$ cat src/rtl/wb_pkg.sv
// Shared types and defaults for the register-file writeback arbiter.
// Holds the buffered long-latency result entry, parameter defaults and a
// small helper that turns a destination register number into a pending mask.
package wb_pkg;

  localparam int RD_W   = 5;
  localparam int DATA_W = 32;

  // Defaults for the arbiter parameters.
  localparam int WB_FIFO_DEPTH = 2;
  localparam int WB_STARVE_MAX = 4;

  // One buffered long-latency result: destination register plus write data.
  typedef struct packed {
    logic [RD_W-1:0]   rd;
    logic [DATA_W-1:0] data;
  } wb_entry_t;

  // One-hot mask over registers x1..x31; x0 maps to an empty mask so that
  // callers never need a separate zero check before touching the scoreboard.
  function automatic logic [31:1] rd_mask(input logic [RD_W-1:0] rd);
    logic [31:1] m;
    m = '0;
    if (rd != '0) m = 31'd1 << (rd - 5'd1);
    return m;
  endfunction

endpackage

$ cat src/rtl/wb_fifo.sv
// Purpose: synchronous buffer for long-latency results awaiting a regfile slot.
// Latency: an entry pushed on one edge is visible at head from the next cycle.
// Backpressure: full/empty flags; a push while full succeeds only with a same-cycle pop.
// Ports:
//   clk, rst_n      - clock, synchronous active-low reset (empties the buffer)
//   push, push_data - write one entry on the rising edge
//   pop             - drop the head entry on the rising edge (ignored when empty)
//   head            - current oldest entry (undefined while empty)
//   full, empty     - occupancy flags, derived from registered state only
module wb_fifo
  import wb_pkg::*;
#(
  parameter int DEPTH = WB_FIFO_DEPTH   // power of two, at least 2
) (
  input  logic      clk,
  input  logic      rst_n,
  input  logic      push,
  input  wb_entry_t push_data,
  input  logic      pop,
  output wb_entry_t head,
  output logic      full,
  output logic      empty
);

  localparam int AW = $clog2(DEPTH);
  localparam int CW = $clog2(DEPTH + 1);

  wb_entry_t     mem [DEPTH];
  logic [AW-1:0] wr_ptr;
  logic [AW-1:0] rd_ptr;
  logic [CW-1:0] count;
  logic          do_push;
  logic          do_pop;

  assign do_pop  = pop && !empty;
  // When full, the slot being written is the one the head is leaving this
  // cycle; the head is read combinationally before the edge, so no hazard.
  assign do_push = push && (!full || do_pop);

  assign full  = (count == CW'(DEPTH));
  assign empty = (count == '0);
  assign head  = mem[rd_ptr];

  // Pointers wrap naturally because DEPTH is a power of two.
  always_ff @(posedge clk) begin
    if (!rst_n) begin
      wr_ptr <= '0;
      rd_ptr <= '0;
      count  <= '0;
    end else begin
      if (do_push) wr_ptr <= wr_ptr + 1'b1;
      if (do_pop)  rd_ptr <= rd_ptr + 1'b1;
      case ({do_push, do_pop})
        2'b10:   count <= count + 1'b1;
        2'b01:   count <= count - 1'b1;
        default: count <= count;
      endcase
    end
  end

  // Storage carries no reset: stale data is never visible because the
  // occupancy count gates every use of the head.
  always_ff @(posedge clk) begin
    if (do_push) mem[wr_ptr] <= push_data;
  end

endmodule

$ cat src/rtl/wb_arbiter.sv
// Purpose: shares the single regfile write port between the core writeback and a
//          buffered long-latency unit, and keeps the pending-register scoreboard.
// Latency: core path 0 cycles (combinational); LU results reach the regfile no
//          earlier than the cycle after acceptance, in arrival order.
// Backpressure: lu_ready drops when the buffer is full; stall_o asks the core to
//          hold its writeback once the buffer has lost STARVE_MAX arbitrations.
// Ports:
//   clk, rst_n                    - clock, synchronous active-low reset
//   wb_valid/wb_rd/wb_data        - core writeback request (single cycle)
//   lu_valid/lu_ready/lu_rd/lu_data - long-latency result, valid/ready handshake
//   iss_valid/iss_rd              - long-latency issue, marks rd pending
//   chk_rs1/rs2/rd, busy_rs1/rs2/rd - hazard query against the scoreboard
//   stall_o                       - core must hold its writeback this cycle
//   rf_we/rf_waddr/rf_wdata       - register-file write port
module wb_arbiter
  import wb_pkg::*;
#(
  parameter int FIFO_DEPTH = WB_FIFO_DEPTH,
  parameter int STARVE_MAX = WB_STARVE_MAX
) (
  input  logic              clk,
  input  logic              rst_n,
  input  logic              wb_valid,
  input  logic [RD_W-1:0]   wb_rd,
  input  logic [DATA_W-1:0] wb_data,
  input  logic              lu_valid,
  output logic              lu_ready,
  input  logic [RD_W-1:0]   lu_rd,
  input  logic [DATA_W-1:0] lu_data,
  input  logic              iss_valid,
  input  logic [RD_W-1:0]   iss_rd,
  input  logic [RD_W-1:0]   chk_rs1,
  input  logic [RD_W-1:0]   chk_rs2,
  input  logic [RD_W-1:0]   chk_rd,
  output logic              busy_rs1,
  output logic              busy_rs2,
  output logic              busy_rd,
  output logic              stall_o,
  output logic              rf_we,
  output logic [RD_W-1:0]   rf_waddr,
  output logic [DATA_W-1:0] rf_wdata
);

  localparam int SW = $clog2(STARVE_MAX + 1);

  logic          fifo_push;
  logic          fifo_pop;
  logic          fifo_full;
  logic          fifo_empty;
  wb_entry_t     push_entry;
  wb_entry_t     head;

  logic [SW-1:0] starve_cnt;
  logic          core_win;

  logic [31:1]   pending;
  logic [31:0]   pend_vec;
  logic [31:1]   set_mask;
  logic [31:1]   clr_mask;

  // ---------------------------------------------------------------------
  // Result buffer
  // ---------------------------------------------------------------------
  assign lu_ready   = rst_n && !fifo_full;
  assign fifo_push  = lu_valid && lu_ready;
  assign push_entry = '{rd: lu_rd, data: lu_data};

  wb_fifo #(
    .DEPTH(FIFO_DEPTH)
  ) u_fifo (
    .clk      (clk),
    .rst_n    (rst_n),
    .push     (fifo_push),
    .push_data(push_entry),
    .pop      (fifo_pop),
    .head     (head),
    .full     (fifo_full),
    .empty    (fifo_empty)
  );

  // ---------------------------------------------------------------------
  // Arbitration: core first, unless the buffer has been starved long enough,
  // in which case the head is forced out and the core is told to hold.
  // ---------------------------------------------------------------------
  assign stall_o  = rst_n && (starve_cnt == SW'(STARVE_MAX)) && !fifo_empty;
  assign core_win = wb_valid && !stall_o;
  assign fifo_pop = rst_n && !fifo_empty && !core_win;

  // x0 writes are dropped on both paths; an x0 entry is still popped.
  always_comb begin
    rf_we    = 1'b0;
    rf_waddr = '0;
    rf_wdata = '0;
    if (rst_n) begin
      if (core_win) begin
        rf_we    = (wb_rd != '0);
        rf_waddr = wb_rd;
        rf_wdata = wb_data;
      end else if (fifo_pop) begin
        rf_we    = (head.rd != '0);
        rf_waddr = head.rd;
        rf_wdata = head.data;
      end
    end
  end

  // Counts arbitrations the buffer lost to the core; any pop restarts it.
  always_ff @(posedge clk) begin
    if (!rst_n) begin
      starve_cnt <= '0;
    end else if (fifo_pop) begin
      starve_cnt <= '0;
    end else if (!fifo_empty && core_win && (starve_cnt != SW'(STARVE_MAX))) begin
      starve_cnt <= starve_cnt + 1'b1;
    end
  end

  // ---------------------------------------------------------------------
  // Pending scoreboard. Set is applied after clear so that re-issuing a
  // register in the cycle its previous result retires keeps it pending.
  // ---------------------------------------------------------------------
  assign set_mask = iss_valid ? rd_mask(iss_rd) : '0;
  assign clr_mask = fifo_pop  ? rd_mask(head.rd) : '0;

  always_ff @(posedge clk) begin
    if (!rst_n) begin
      pending <= '0;
    end else begin
      pending <= (pending & ~clr_mask) | set_mask;
    end
  end

  // Bit 0 is hard-wired low so x0 is never reported busy. No bypass of a
  // same-cycle retirement: the query sees registered state only.
  assign pend_vec = {pending, 1'b0};
  assign busy_rs1 = pend_vec[chk_rs1];
  assign busy_rs2 = pend_vec[chk_rs2];
  assign busy_rd  = pend_vec[chk_rd];

  // ---------------------------------------------------------------------
  // Protocol checks on the surrounding pipeline
  // ---------------------------------------------------------------------
  a_core_writes_pending: assert property (@(posedge clk) disable iff (!rst_n)
    (core_win && wb_rd != '0) |-> !pend_vec[wb_rd]);

  // Re-issue is legal only in the cycle the earlier result for it retires.
  a_issue_to_pending: assert property (@(posedge clk) disable iff (!rst_n)
    (iss_valid && iss_rd != '0) |-> (!pend_vec[iss_rd] || (fifo_pop && head.rd == iss_rd)));

  a_lu_not_pending: assert property (@(posedge clk) disable iff (!rst_n)
    (fifo_push && lu_rd != '0) |-> pend_vec[lu_rd]);

endmodule

$ cat config.mk
export PLATFORM = sky130hd
export DESIGN_NAME = wb_arbiter
export DESIGN_NICKNAME = d
export VERILOG_FILES = /design/src/rtl/wb_pkg.sv /design/src/rtl/wb_fifo.sv /design/src/rtl/wb_arbiter.sv
export SDC_FILE = /design/constraint.sdc
export NUM_CORES = 1
export LEC_CHECK = 0
export CAP_MARGIN = 20
export CORE_ASPECT_RATIO = 0.7
export CORE_UTILIZATION = 30
export DETAILED_ROUTE_END_ITERATION = 7
export GPL_ROUTABILITY_DRIVEN = 0
export GPL_TIMING_DRIVEN = 0
export PLACE_DENSITY = 0.61
export SLEW_MARGIN = 40
export SYNTH_ARGS = -nofsm -noshare
export SYNTH_HDL_FRONTEND = slang
export SYNTH_HIERARCHICAL = 1
export SYNTH_SLANG_ARGS = --single-unit
export TNS_END_PERCENT = 1
$ cat constraint.sdc
create_clock -name clk -period 4.35 [get_ports clk]
set_clock_uncertainty 0.2 [all_clocks]
set_input_delay 1.305 -clock clk [delete_from_list [all_inputs] [get_ports clk]]
set_output_delay 1.305 -clock clk [all_outputs]
set_load 0.02 [all_outputs]
==> reports/metrics.yaml, run 1 <==
grtUsageTotal: 0.172
cts.sinks: 113
critPathSlowestCell: "buf_2"
hpwl_um: 13500
hold_end: "pending[29]"
die_w_um: 174
yosysMostFrequentCell: "edfxtp_1"
ys_seq_area_frac: 0.483
fin_crit_ns: 4.26
clkSlewWorstSetupHoldPaths_ns: 0.05
yosysWarnings: 6
path_max_fanout: 10
crit_arrival_ns: 2.75
mappedNetlistArea_sq_um: 6210
num-nets-final: 796
worst_pin_slew_ns: 0.830
synth_seq_cells: 113
timing.hold.ws_ns: 0.331
cts_buffers: 17
io_buffers: 135
hold_violations: 0
grt_pass1_wl_um: 28000
dpl-instance-area_sq_um: 7980
grt_max_degree: 20
routedWlPerCell_um: 18.1
regToRegStartpoint: "u_fifo/count[1]"
crit_start: "rst_n"
r2r_setup_slack_ns: 1.67
ant_nets: 0
yosysTopAreaCell: "edfxtp_1"
required_ns: 2.84
seq_area_sq_um: 3000
root_buffer: "clkbuf_16"
stdcell_area_sq_um: 8490
synth-edff-count: 74
met1_usage: 0.232
multi_input_area_sq_um: 2960
grtUsageMet2: 0.273
p_leak_nw: 3.04
syn_inst: 535
min_path_type: "register to register"
fp-row-count: 43
status: "complete, no violations"
reg2regPathDepth: 9
clockBufferDepth: 2
whs_path_depth: 2
worstSetupPathType: "input port to output pin"
synth.top_cell.area_share: 0.358
die_area_sq_um: 21300
netlist_top_cells_count: "74 x edfxtp_1, 47 x nor2b_1, 42 x a22oi_1"
drt_iter0_drc: 502
grt_pass1_vias: 4970
area_delta_synth_final_pct: 36.6
synthTopCellsByArea: "edfxtp_1 36%, dfxtp_1 13%, mux2_4 7.2%"
max_slew_margin: 0.446
routed_wl_um: 17800
globalRoute.totalOverflow: 0
power_density_nw_per_um2: 337
synth_nets: 636
clock_latency_ns: 0.41
initial_core_util: 0.310
clock.fmax_ghz: 0.235
htreeDepth: 4
post-route-drc-count: 0
layout-drive-gt1-share: 0.239
dpl_worst_slack_ns: -1.04
firstDrtPassIters: 5
maxCapViolCount: 0
avgSynthCellArea_sq_um: 11.6
core_area_sq_um: 20100
hp-start: "pending[29]"
nFillCells: 1862
io_pins: 142
peakVddDrop_mv: 0.235
antenna_found_initial: 1
critPathMostFrequentCell: "buf_6"
slowest_delay_ns: 0.19
grt_busiest_layer: "met2"
fin_ws_ns: 0.0939
viasPerCell: 5.11
num_vias: 5000
reg2reg_to: "u_fifo/mem[1][33]"
async_reset_ff_frac: 0
die_h_um: 122
yosys.cell_types.count: 53
endpoint_kind: "output pin"
grt_use_met3: 0.0431
ys.flop_type: "edfxtp_1"
cp_cell_sequence: "buf_2 > nor2b_1 > buf_6 > a31oi_4 > buf_6 > buf_4 > buf_6 > a22oi_1 > nor2b_1 > buf_2"
cts_tree: "yes"
finalSetupViolCount: 0
rsz0062_at_grt: "true"
drv_slew: 0
start_kind: "input port"
cts_hold_buffers: 0
min_period_over_period: 0.978
## placed cells by master, fill, tap and decap left out, types with 19 or more instances in the layout
| master | netlist | final |
|---|---|---|
| clkdlybuf4s50_1 | 0 | 89 |
| buf_2 | 10 | 27 |
| mux2i_1 | 28 | 25 |
| o21ai_0 | 31 | 31 |
| nand2_1 | 29 | 29 |
| a21boi_0 | 19 | 19 |
| dfxtp_1 | 39 | 39 |
| a22oi_1 | 42 | 40 |
| edfxtp_1 | 74 | 74 |
| mux2_4 | 30 | 30 |
| nor2b_1 | 47 | 47 |
## report_power, final
| group | total [W] | internal, W | switching, W |
|---|---|---|---|
| combinational | 0.000389 | 0.000198 | 0.000191 |
| clock | 0.00128 | 0.000744 | 0.000532 |
| sequential | 0.00119 | 0.00118 | 0.0000139 |
| total | 0.00286 | 0.00212 | 0.000737 |
## per-stage QoR
step | total power (W) | setup TNS [ns] | utilization | instances
2_1_floorplan | 0.00141 | -12.32 | - | 535
3_3_place_gp | 0.00159 | -174.95 | 0.394 | 940
3_5_place_dp | 0.00161 | -40.32 | 0.398 | 944
4_1_cts | 0.00287 | -0.616 | 0.422 | 976
5_1_grt | 0.00296 | -0.0211 | 0.423 | 978
6_report | 0.00286 | 0 | 0.423 | 979
## worst max-delay path, delay by kind of cell
| kind | cells | cell delay [ns] |
|---|---|---|
| AND/OR/NAND/NOR | 2 | 0.26 |
| AO/OA/AOI/OAI | 2 | 0.26 |
| buffers and inverters | 6 | 0.93 |
## timing repair
| item | in CTS | in global routing |
|---|---|---|
| endpoints found under the setup margin | 43 | 42 |
| pin swaps | 1 | 1 |
| setup buffers | 0 | 2 |
| hold endpoints to repair | 0 | 0 |
| resized for setup | 171 | 10 |
| cloned | 0 | 0 |
## cell type report
class	instances	area share
well taps	270	0.0398
inverters	9	0.00398
clock buffers	18	0.0505
flip-flops and latches	113	0.354
diodes	1	0.000295
repair buffers	141	0.154
plain buffers	39	0.0346
clock inverters	14	0.0143
multi-input cells	374	0.348
## per-layer routing
layer | vias up | share of wire
li1 | 2353 | -
met1 | 2469 | 0.46
met2 | 164 | 0.47
met3 | 14 | 0.058
met4 | 0 | 0.012
met5 | - | 0
## kinds of logic after synthesis
| kind of cell | Yosys count | share of synthesized area |
|---|---|---|
| simple gates | 156 | 0.142 |
| compound gates | 140 | 0.158 |
| flops | 113 | 0.483 |
| mux | 74 | 0.163 |
| buf+inv | 48 | 0.0479 |
| xor+xnor | 2 | 0.00282 |
| fa+ha+maj | 2 | 0.00403 |
## worst max-delay path by stage
stage	to	slack, ns	depth (start not counted)
floorplan	u_fifo/mem[0][0]	-0.17	5
global placement	u_fifo/mem[0][6]	-1.92	6
detailed placement	rf_we	-1.04	8
CTS	rf_we	-0.11	9
global route	busy_rd	-0.01	6
finish	rf_wdata[17]	0.09	10
## state kept, by name (all words and copies together) (netlist names), named ones only
name and flops:
u_fifo/mem 74, pending 31, starve_cnt 3, u_fifo/count 2, u_fifo/rd_ptr 1, u_fifo/wr_ptr 1
No activity file was read; power rests on OpenSTA's default activity.
==> inputs of run 2 (changes only) <==
--- a/config.mk
+++ b/config.mk
@@ -13,3 +13,3 @@
 export GPL_TIMING_DRIVEN = 0
-export PLACE_DENSITY = 0.61
+export PLACE_DENSITY = 0.51
 export SLEW_MARGIN = 40
@@ -17,3 +17,2 @@
 export SYNTH_HDL_FRONTEND = slang
-export SYNTH_HIERARCHICAL = 1
 export SYNTH_SLANG_ARGS = --single-unit
==> constraint.sdc (replaced) <==
create_clock -name clk -period 4.35 [get_ports clk]
set_clock_uncertainty 0.2 [all_clocks]
set_input_delay 0.87 -clock clk [delete_from_list [all_inputs] [get_ports clk]]
set_output_delay 0.87 -clock clk [all_outputs]
set_load 0.02 [all_outputs]
==> run 2 against run 1 <==
Against the previous run:
- via count down 1.8%
- hold slack worse by 0.024 ns
- global-route usage is 0.21 points higher
- sequential power about the same
- clock power up 12%
- first-iteration DRC count down 20%
- fmax is 5.7% higher
- register-to-register slack improved by 0.19 ns
- critical endpoint is now rf_wdata[19]
- highest routed layer unchanged
- design area is 0.24% lower
- sequential cell count unchanged
- combinational power is 16% higher
==> reports/metrics.yaml, run 2 <==
status: "complete, no violations"
seq_area_sq_um: 3000  # unchanged
rsz0062_at_grt: "false"
num-nets-final: 762  # -4.3%
crit_arrival_ns: 2.96  # +0.21 ns
clkSlewWorstSetupHoldPaths_ns: 0.05  # about the same
htreeDepth: 4  # unchanged
io_pins: 142  # unchanged
initial_core_util: 0.308  # -0.00140
start_kind: "input port"
clock_latency_ns: 0.41  # about the same
final_common_cell: "clkdlybuf4s50_1"
reg_top3: "u_fifo.mem: 74 flops, pending: 31 flops, starve_cnt: 3 flops"
routedWlPerCell_um: 19.4  # +6.7%
peakVddDrop_mv: 0.201  # -15%
hold_violations: 0  # unchanged
num_vias: 4912  # -1.8%
grt_pass1_vias: 4822  # -3.0%
p_leak_nw: 2.91  # -4.2%
grtUsageTotal: 0.174  # +0.00208
path_max_fanout: 10  # unchanged
die_h_um: 122  # -0.49%
yosysWarnings: 0  # -6
required_ns: 3.28  # +0.44 ns
viasPerCell: 5.21  # +2.1%
grt_max_degree: 38  # +90%
die_area_sq_um: 21100  # -0.97%
max_slew_margin: 0.398  # -0.0472
async_reset_ff_frac: 0  # unchanged
endpoint_kind: "output pin"
multi_input_area_sq_um: 2950  # -0.25%
p_total_w: 0.00308  # +7.9%
post-route-drc-count: 0  # unchanged
synth_seq_cells: 113  # unchanged
globalRoute.totalOverflow: 0  # unchanged
cts_buffers: 17  # unchanged
ant_nets: 0  # unchanged
largest_reg_flops: 74  # unchanged
worst_pin_slew_ns: 0.900  # +0.0706 ns
cts.sinks: 113  # unchanged
post_cts_resized: 10  # -94%
routed_wl_um: 18200  # +2.7%
regMostFlops: "u_fifo.mem"
drv_slew: 0  # unchanged
hpwl_um: 13700  # +1.6%
die_w_um: 173  # -0.49%
cts_hold_buffers: 0  # unchanged
synth-edff-count: 74  # unchanged
nFillCells: 1878  # +0.86%
netlist_top_cells_count: "74 x edfxtp_1, 45 x nor2b_1, 39 x dfxtp_1, 39 x mux2_2, 37 x a22oi_1"
area_delta_synth_final_pct: 37.7
yosysTopAreaCell: "edfxtp_1"
cts_tree: "yes"
firstDrtPassIters: 7  # +2
cts_setup_buffers: 0  # unchanged
clock.fmax_ghz: 0.248  # +5.7%
timing.hold.ws_ns: 0.307  # -0.0243 ns
fp-row-count: 43  # unchanged
ys_seq_area_frac: 0.488  # +0.00481
antenna_found_initial: 0  # -1
diodes: 0  # -1
layout-drive-gt1-share: 0.162  # -0.0765
root_buffer: "clkbuf_16"
core_area_sq_um: 20000  # -0.54%
synth_nets: 611  # -3.9%
min_path_type: "register to register"
ys.flop_type: "edfxtp_1"
worstSetupPathType: "input port to output pin"
io_buffers: 129  # -4.4%
yosys.cell_types.count: 54  # +1.9%
avgSynthCellArea_sq_um: 12.1  # +4.1%
syn_inst: 509  # -4.9%
yosysMostFrequentCell: "edfxtp_1"
grt_pass1_wl_um: 27700  # -1.1%
min_period_over_period: 0.925  # -0.0529
mappedNetlistArea_sq_um: 6150  # -0.99%
synthTopCellsByArea: "edfxtp_1 36%, dfxtp_1 13%, mux4_1 7.7%"
power_density_nw_per_um2: 364  # +8.2%
drt_iter0_drc: 401  # -20%
clockBufferDepth: 2  # unchanged
synth.top_cell.area_share: 0.361  # +0.00356
mostFrequentLayoutCells: "127 x clkdlybuf4s50_1, 74 x edfxtp_1, 45 x nor2b_1"
fin_crit_ns: 4.03  # -0.230 ns
maxCapViolCount: 0  # unchanged
finalSetupViolCount: 0  # unchanged
[run 2: cell count changes after synthesis, moves of 7 or more]
cell	before	now
buf_6	13	6
mux2_4	30	0
nor2_1	19	12
mux4_1	0	18
o21ai_0	31	24
a32o_1	0	7
mux2i_1	28	1
o211ai_1	10	1
mux2_2	7	39
nand3_1	15	7
a21oi_1	13	2
[run 2: critical path, stage by stage]
cell             delay, ns
clkdlybuf4s50_1       0.44
a21boi_0              0.17
nor2_2                0.29
clkbuf_2              0.30
a22oi_1               0.11
nor2b_1               0.16
clkdlybuf4s50_1       0.62
[run 2: where the power goes]
part / leakage [nW] / internal (W) / switching [W]
clock network: 0.287 / 0.000905 / 0.000525
logic: 1.63 / 0.000226 / 0.000224
registers: 0.995 / 0.00119 / 0.0000187
[run 2: worst paths after layout]
path	slack, ns	startpoint	end	cells after the start
setup / recovery	0.32	wb_valid	rf_wdata[19]	7
hold / removal	0.31	starve_cnt[1]	starve_cnt[1]	2
setup reg to reg	1.86	starve_cnt[0]	u_fifo.count[1]	8
hold reg to reg	0.31	starve_cnt[1]	starve_cnt[1]	2
[run 2: logic make-up (layout without fill, tap and decap cells)]
logic type,after synthesis,count (layout),share of synthesized area
AND/OR/NAND/NOR,156,156,0.150
AO/OA/AOI/OAI,127,127,0.152
flip-flops,113,113,0.488
multiplexers,61,61,0.161
buffers and inverters,45,208,0.0374
XOR/XNOR,4,4,0.00569
adder cells (fa/ha/maj),3,3,0.00610
[run 2: area by class of cell]
cell class / instances / share of cell area
Buffer: 38 / 0.0257
Clock buffer: 17 / 0.0502
Clock inverter: 14 / 0.0216
Inverter: 7 / 0.00310
Multi-Input combinational cell: 351 / 0.348
Sequential cell: 113 / 0.355
Tap cell: 270 / 0.0399
Timing Repair Buffer: 132 / 0.157
[run 2: metal layers]
layer | up-vias | routed length (um) | global-route usage
met2 | 169 | 8000 | 0.265
met1 | 2413 | 8950 | 0.249
met3 | 13 | 1140 | 0.0387
li1 | 2317 | - | -
met4 | 0 | 156 | 0.0487
met5 | - | 0 | 0
[run 2: metrics by stage]
| stage | instance area (sq um) | TNS (ns) | cells | util | setup slack (ns) |
|---|---|---|---|---|---|
| 2_1_floorplan | 6150 | 0 | 509 | - | 0.819 |
| 3_3_place_gp | 7780 | -53.39 | 908 | 0.390 | -1.25 |
| 3_5_place_dp | 7840 | -7.23 | 911 | 0.393 | -0.465 |
| 4_1_cts | 8460 | 0 | 942 | 0.424 | 0.0428 |
| 5_1_grt | 8470 | 0 | 942 | 0.424 | 0.207 |
| 6_report | 8470 | 0 | 942 | 0.424 | 0.324 |
==> inputs of run 3 (changes only) <==
Settings changed: CORE_UTILIZATION 30 to 51, PLACE_DENSITY 0.51 to 0.78, SYNTH_HIERARCHICAL from default to 1.
Clock period 4.35 ns to 4.45 ns, I/O delays scaled along.
==> run 3 against run 2 <==
Against the previous run:
- die area shrank 40%
- critical path type unchanged
- via count up 6.0%
- sequential cell count unchanged
- non-clock buffer count increased by 8
- combinational power fell by 13%
- sequential power is essentially flat
- sequential share of layout area is essentially flat
==> reports/metrics.yaml, run 3 (same netlist as run 1, synthesis figures left out) <==
routedWlPerCell_um: 20.0  # +3.5%
cp_cell_sequence: "clkdlybuf4s50_1 > a21bo_1 > buf_6 > and2_4 > buf_2 > o31ai_1 > a21boi_1 > clkdlybuf4s50_1"
hpwl_um: 13000  # -5.3%
die_w_um: 134  # -23%
timing.hold.ws_ns: 0.330  # +0.0224 ns
grtUsageMet2: 0.446  # +0.182
min_path_type: "register to register"
seq_area_sq_um: 3000  # unchanged
grt_use_met3: 0.0655  # +0.0268
reg_top3: "u_fifo/mem: 74 flops, pending: 31 flops, starve_cnt: 3 flops"
grt_pass1_vias: 5002  # +3.7%
root_buffer: "clkbuf_16"
min_period_over_period: 0.949
crit_arrival_ns: 3.13  # +0.17 ns
grt_max_degree: 19  # -50%
grtUsageTotal: 0.284  # +0.109
r2r_setup_slack_ns: 1.73  # -0.13 ns
cp_num_buf_inv: 4  # +1
crit_start: "wb_valid"
grt_pass1_wl_um: 26700  # -3.6%
endpoint_kind: "output pin"
layout-drive-gt1-share: 0.169  # +0.00635
htreeDepth: 4  # unchanged
status: "complete, no violations"
largest_reg_flops: 74  # unchanged
finalSetupViolCount: 0  # unchanged
path_max_fanout: 15  # +5
clock.fmax_ghz: 0.237
fin_crit_ns: 4.22
hold_violations: 0  # unchanged
post-route-util: 0.718  # +0.293
worst_pin_slew_ns: 0.560  # -0.341 ns
reg2reg_to: "u_fifo/mem[1][35]"
num-nets-final: 794  # +4.2%
post-route-drc-count: 0  # unchanged
die_area_sq_um: 12600  # -40%
mostFrequentLayoutCells: "134 x clkdlybuf4s50_1, 74 x edfxtp_1, 47 x nor2b_1"
num_vias: 5207  # +6.0%
reg2regPathDepth: 9  # +1
ant_nets: 0  # unchanged
diodes: 0  # unchanged
p_total_w: 0.00289  # -6.4%
clkSlewWorstSetupHoldPaths_ns: 0.05  # about the same
area_delta_synth_final_pct: 36.3
power_density_nw_per_um2: 341  # -6.5%
cts_buffers: 17  # unchanged
p_leak_nw: 2.99  # +2.8%
grt_busiest_layer: "met2"
drt_iter0_drc: 422  # +5.2%
globalRoute.totalOverflow: 0  # unchanged
clockBufferDepth: 2  # unchanged
path_delay_family: "buffers and inverters"
regToRegStartpoint: "u_fifo/count[1]"
antenna_found_initial: 0  # unchanged
fp-row-count: 33  # -23%
routed_wl_um: 17300  # -5.2%
worstSetupPathType: "input port to output pin"
clock_latency_ns: 0.41  # about the same
peakVddDrop_mv: 0.335  # +67%
cts_tree: "yes"
path_depth: 8  # +1
core_area_sq_um: 11800  # -41%
rsz0062_at_grt: "false"
start_kind: "input port"
io_buffers: 135  # +4.7%
io_pins: 142  # unchanged
viasPerCell: 6.03  # +16%
multi_input_area_sq_um: 2930  # -0.72%
final_common_cell: "clkdlybuf4s50_1"
firstDrtPassIters: 5  # -2
max_slew_margin: 0.624  # +0.226
critPathSlowestCell: "clkdlybuf4s50_1"
initial_core_util: 0.526  # +0.218
nFillCells: 811  # -57%
maxCapViolCount: 0  # unchanged
die_h_um: 94.4  # -23%
regMostFlops: "u_fifo/mem"
drv_slew: 0  # unchanged
required_ns: 3.36  # +0.08 ns
slowest_delay_ns: 0.63  # about the same
critPathMostFrequentCell: "clkdlybuf4s50_1"
met1_usage: 0.386  # +0.137
endpoint: "rf_we"
cts.sinks: 113  # unchanged
[run 3: cell count changes in the layout (fill, tap and decap cells not counted), moves of 8 or more]
cell and delta:
o21ai_0 +8, o211ai_1 +9, mux4_1 -18, a21oi_1 +11
mux2_2 -32, mux2_4 +30, nand3_1 +8, mux2i_1 +27
[run 3: layout make-up]
type                       count  share of cell area
multi-input combinational    374               0.346
tap                          157              0.0232
buffer                        39              0.0313
inverter                       9             0.00399
clock inverter                15              0.0189
timing repair buffer         139               0.172
clock buffer                  17              0.0502
sequential                   113               0.354
[run 3: how the worst min path moves through the flow]
stage	startpoint	endpoint	slack (ns)	depth (start not counted)
final	u_fifo/wr_ptr	u_fifo/wr_ptr	0.33	2
after floorplan	u_fifo/wr_ptr	u_fifo/wr_ptr	0.25	2
after detailed placement	u_fifo/wr_ptr	u_fifo/wr_ptr	0.32	2
after global placement	u_fifo/wr_ptr	u_fifo/wr_ptr	0.26	2
after CTS	u_fifo/wr_ptr	u_fifo/wr_ptr	0.33	2
after global routing	u_fifo/wr_ptr	u_fifo/wr_ptr	0.35	2
[run 3: per-stage QoR]
step / setup TNS (ns) / setup WS (ns) / std cells / cell area [sq um]
floorplan: 0 / 0.348 / 535 / 6210
global placement: -96.50 / -1.31 / 827 / 7760
global route: 0 / 0.0628 / 863 / 8470
CTS: 0 / 0.241 / 863 / 8470
detailed placement: -0.0318 / -0.0156 / 831 / 7890
finish: 0 / 0.228 / 863 / 8470
[run 3: metal layers]
metal	wire length (um)	vias up
met5	0	-
met4	413	0
met3	1750	42
met2	7860	303
met1	7270	2509
li1	-	2353
[run 3: worst register-to-register path: stages, from the launching register on]
cell,delay (ns)
dfxtp_1,0.47
nor2_1,0.18
nor2b_1,0.17
buf_6,0.16
and2_4,0.16
buf_2,0.31
o21ai_2,0.19
nor2_4,0.22
buf_16,0.20
buf_16,0.17
[run 3: power breakdown]
group	internal, W	switching [W]
clock	0.000827	0.000499
sequential	0.00115	0.0000152
combinational	0.000207	0.000185
[run 3: repair_timing]
item                                   in CTS  in global routing
resized for setup                           2                  0
hold buffers                                0                  0
endpoints found under the hold margin       0                  0
setup endpoints to repair                   6                  0
buffers inserted                            0                  0
==> variant 1: new RTL, settings of run 3 <==
Reset style: asynchronous (`rst_n`), changed in 3 clocked blocks. Comments in the files are not updated.
--- a/src/rtl/wb_fifo.sv
+++ b/src/rtl/wb_fifo.sv
@@ -42,7 +42,7 @@
   assign head  = mem[rd_ptr];
 
   // Pointers wrap naturally because DEPTH is a power of two.
-  always_ff @(posedge clk) begin
+  always_ff @(posedge clk or negedge rst_n) begin
     if (!rst_n) begin
       wr_ptr <= '0;
       rd_ptr <= '0;
--- a/src/rtl/wb_arbiter.sv
+++ b/src/rtl/wb_arbiter.sv
@@ -105,7 +105,7 @@
   end
 
   // Counts arbitrations the buffer lost to the core; any pop restarts it.
-  always_ff @(posedge clk) begin
+  always_ff @(posedge clk or negedge rst_n) begin
     if (!rst_n) begin
       starve_cnt <= '0;
     end else if (fifo_pop) begin
@@ -122,7 +122,7 @@
   assign set_mask = iss_valid ? rd_mask(iss_rd) : '0;
   assign clr_mask = fifo_pop  ? rd_mask(head.rd) : '0;
 
-  always_ff @(posedge clk) begin
+  always_ff @(posedge clk or negedge rst_n) begin
     if (!rst_n) begin
       pending <= '0;
     end else begin
Function: differs if rst_n is asserted again (counterexample within 4 cycles, from zero or initial values and one cycle with rst_n low); with rst_n held inactive, the same outputs for 4 cycles.
==> variant 1 against run 3 <==
Utilization decreased by 1.5 points. Critical path depth is 1 higher. Final area down 7.8%. Routed wire length fell by 7.4%. Setup slack worse by 0.035 ns. Area after synthesis is 5.0% lower. Sequential cell count down 1. Global-route usage down 0.25 points. Count of clock-buffer cells in the layout shrank 8. Via count shrank 7.5%.
Power is not compared: it rests on default switching activity, and its combinational part moved more than twofold at a synthesized area within 25%.
==> variant 1: results (changes against run 3) <==
stage,metric,value,unit,change
global_routing,use_met1,39.1,%,was 38.6%
cts,clock_latency,0.35,ns,was 0.41 ns
layout,drive_gt1_share,15.3,%,was 16.9%
synthesis,synth.distinct_cells,48,,was 53
timing,timing.hold.ws,0.296,ns,was 0.330 ns
cts,htree_levels,3,,was 4
placed_design,dpl.hpwl,11900,µm,"was 13,000 µm"
setup_path,critical_path.endpoint,rf_waddr[0],,was rf_we
setup_path,r2r_start,u_fifo/count[1],,unchanged
setup_path,crit_fanout,40,,was 15
synthesis,synth_mux_area_share,15.3,%,was 16.3%
cts,clk_path_buf_depth,2,,unchanged
drt,wl_met1,6780,µm,was 7270 µm
drt,dr.first_iter.drc_count,493,,was 422
drt,top_layer,met4,,unchanged
global_routing,grt_max_degree,41,,was 19
synthesis,syn-num-nets,596,,was 636
synthesis,synth_compound_gate_area_share,15.0,%,was 15.8%
drt,dr.pass1.iters,7,,was 5
hold_path,hp-class,in -> async,,was reg -> reg
layout,nets,744,,was 794
placed_design,dpl_cell_area,0.00749,mm²,was 0.00789 mm²
global_routing,grt_use_met3,5.89,%,was 6.55%
drt,wl_met3,1360,µm,was 1750 µm
drt,wl_met2,7510,µm,was 7860 µm
synthesis,synth-adder-area-share,0.424,%,was 0.403%
synthesis,ys_seq_area_share,53.7,%,was 48.3%
setup_path,critPathLaunch,rst_n,,was wb_valid
layout,fill_cells,798,,was 811
cts,cts_made_buffers,9,,was 17
drt,via_per_inst,6.01,,was 6.03
setup_path,timing.rr.end,u_fifo/mem[1][5],,was u_fifo/mem[1][35]
setup_path,reg2regPathDepth,8,,was 9
cts,clk_pin_slew_worst_paths,0.08,ns,was 0.05 ns
global_routing,grt_util_all_layers,28.1,%,was 28.4%
timing,slew_headroom,63.6,%,was 62.4%
cts,root_buffer,clkbuf_16,,unchanged
global_routing,use_met2,43.9,%,was 44.6%
setup_path,crit_family,buffers and inverters,,unchanged
cts,cts.repair.resized,0,,was 2
setup_path,rrSetupSlack,1.70,ns,was 1.73 ns
status,status,"complete, no violations",,unchanged
synthesis,synth_flop_cell,edfxtp_1,,unchanged
setup_path,arrival,3.17,ns,was 3.13 ns
global_routing,first_global_vias,4837,,"was 5,002"
synthesis,synth_xor_xnor_area_share,0.741,%,was 0.282%
synthesis,yosys-top-cells-area,"edfxtp_1 (38%), dfrtp_1 (16%), mux2_2 (7.2%)",,"was edfxtp_1 (36%), dfxtp_1 (13%), mux2_4 (7.2%)"
drt,wl_per_cell,20.0,µm,about the same
synthesis,async_flop_share,33.9,%,was 0%
synthesis,yosys-top-cells-count,"edfxtp_1 (74), nor2_1 (52), a22oi_1 (44)",,"was edfxtp_1 (74), nor2b_1 (47), a22oi_1 (42)"
global_routing,antenna_found_initial,0,,unchanged
global_routing,grt_pass1_wl,25300,µm,"was 26,700 µm"
-- variant 1: cell types whose count changed in the layout (fill, tap and decap cells not counted), moves of 11 or more --
cell      delta
mux2_4      -30
mux2_2      +31
dfxtp_1     -39
nor2_1      +34
dfrtp_1     +38
o21ai_1     +25
nand2_1     -20
o31ai_1     +11
nor2b_1     -39
a21boi_0    -19
-- variant 1: final cells by class --
cell class | count | share of cell area (%)
buffer | 32 | 2.67
timing repair buffer | 137 | 17.6
clock buffer | 9 | 2.88
multi-input combinational | 341 | 32.0
tap | 153 | 2.45
inverter | 10 | 0.480
clock inverter | 7 | 1.30
sequential | 112 | 40.6
-- variant 1: per-stage QoR --
| stage | worst slack (ns) | setup TNS (ns) | instances | util (%) | total power (W) |
|---|---|---|---|---|---|
| detailed placement | 0.179 | 0 | 785 | 67.3 | 0.00302 |
| floorplan | 0.501 | 0 | 495 | - | 0.00248 |
| finish | 0.193 | 0 | 801 | 70.2 | 0.00391 |
| CTS | 0.180 | 0 | 801 | 70.2 | 0.00390 |
| global route | 0.0501 | 0 | 801 | 70.2 | 0.00411 |
| global placement | -2.35 | -151.13 | 783 | 66.9 | 0.00294 |
-- variant 1: worst register-to-register path, stage by stage, from the launching register on --
cell and delay (ns):
dfrtp_1 0.45, nor2_1 0.30, nor2b_1 0.08, buf_2 0.18, and2_1 0.18, buf_6 0.13
buf_6 0.15, or3b_1 0.39, and3_4 0.37
-- variant 1: power by group through the flow --
stage | Combinational, W | Clock [W] | Sequential (W)
CTS | 0.00141 | 0.000890 | 0.00160
finish | 0.00141 | 0.000882 | 0.00162
floorplan | 0.000957 | 0 | 0.00152
global route | 0.00154 | 0.000925 | 0.00164
detailed placement | 0.00139 | 0 | 0.00162
global placement | 0.00134 | 0 | 0.00160
==> variant 2: new RTL, config.mk and constraints of run 3 <==
Made on the original files. `WB_STARVE_MAX`: 4 -> 8.
--- a/src/rtl/wb_pkg.sv
+++ b/src/rtl/wb_pkg.sv
@@ -8,7 +8,7 @@
 
   // Defaults for the arbiter parameters.
   localparam int WB_FIFO_DEPTH = 2;
-  localparam int WB_STARVE_MAX = 4;
+  localparam int WB_STARVE_MAX = 8;
 
   // One buffered long-latency result: destination register plus write data.
   typedef struct packed {
Behaviour: not the same (Yosys sat finds a counterexample within 10 cycles, from zero or initial values and one cycle with rst_n low).
==> variant 2 against run 3 <==
Routed wire length is 0.88% higher. Power up 4.2%. Setup slack gained 0.038 ns. Sequential cell count up 1. Final area down 0.43%. Area after synthesis is 0.60% lower. Combinational power about the same. Critical endpoint is now rf_wdata[12]. Largest power group unchanged.
==> variant 2: results (changes against run 3) <==
stage,metric,value,unit,change
status,status,"complete, no violations",,unchanged
setup_path,timing.rr.end,u_fifo/mem[1][24],,was u_fifo/mem[1][35]
synthesis,ys_seq_area_share,48.9,%,was 48.3%
setup_path,crit_fanout,12,,was 15
drt,via_per_inst,5.98,,was 6.03
synthesis,synth.distinct_cells,54,,was 53
power_and_ir_drop,p_leak,3.00,nW,was 2.99 nW
cts,cts.repair.resized,1,,was 2
placed_design,io_buffers,133,,was 135
setup_path,arrival,3.09,ns,was 3.13 ns
layout,largest_registers,"u_fifo/mem x74, pending x31, starve_cnt x4",,"was u_fifo/mem x74, pending x31, starve_cnt x3"
power_and_ir_drop,internal_power,0.00230,W,was 0.00219 W
drt,num_vias,5219,,"was 5,207"
timing,timing.fmax,239,MHz,was 237 MHz
setup_path,critical_path.endpoint,rf_wdata[12],,was rf_we
drt,dr.first_iter.drc_count,633,,was 422
synthesis,syn-instance-count,547,,was 535
synthesis,yosys-top-cells-area,"edfxtp_1 (36%), dfxtp_1 (13%), mux2_4 (7.3%)",,"was edfxtp_1 (36%), dfxtp_1 (13%), mux2_4 (7.2%)"
timing,worst_slew_pin_slew,0.760,ns,was 0.560 ns
power_and_ir_drop,ir_drop,0.351,mV,was 0.335 mV
timing,timing.hold.ws,0.309,ns,was 0.330 ns
placed_design,dpl.cell_count,841,,was 831
setup_path,rrSetupSlack,1.54,ns,was 1.73 ns
placed_design,dpl_cell_area,0.00780,mm²,was 0.00789 mm²
layout,drive_gt1_share,17.6,%,was 16.9%
layout,nets,804,,was 794
==> variant 2: final cells by class <==
cell class / instances / area [µm²] / area share [%]
Sequential cell: 114 / 3020 / 35.8
Multi-Input combinational cell: 386 / 2910 / 34.4
Timing Repair Buffer: 137 / 1420 / 16.8
Clock buffer: 17 / 425 / 5.04
Buffer: 36 / 223 / 2.64
Clock inverter: 15 / 208 / 2.46
Tap cell: 157 / 196 / 2.33
Inverter: 11 / 41.3 / 0.489
==> variant 2: worst min path at each step <==
stage / to / startpoint
CTS: pending[22] / pending[22]
finish: pending[18] / pending[18]
global route: pending[18] / pending[18]
global placement: u_fifo/wr_ptr / u_fifo/wr_ptr
detailed placement: pending[22] / pending[22]
floorplan: u_fifo/wr_ptr / u_fifo/wr_ptr
==> variant 2: cell families (layout without fill, tap and decap cells) <==
group                    after synthesis  count (layout)  synth area share (%)
flip-flops                           114             114                  48.9
buffers and inverters                 47             216                  4.27
adder cells (fa/ha/maj)                2               2                 0.405
multiplexers                          75              75                  16.5
AO/OA/AOI/OAI                        145             145                  16.1
XOR/XNOR                               4               4                 0.567
AND/OR/NAND/NOR                      160             160                  13.1
==> variant 2: power by group through the flow <==
stage / logic (W) / registers, W / clock network [W]
global route: 0.000417 / 0.00118 / 0.00150
floorplan: 0.000197 / 0.00119 / 0
global placement: 0.000365 / 0.00120 / 0
CTS: 0.000389 / 0.00117 / 0.00145
detailed placement: 0.000386 / 0.00120 / 0
finish: 0.000393 / 0.00117 / 0.00144
==> variant 2: per-layer routing <==
layer  wire, µm  track usage [%]
met1       7090             36.0
met5          0                0
met2       8040             45.8
met3       1790             8.31
met4        525             13.1
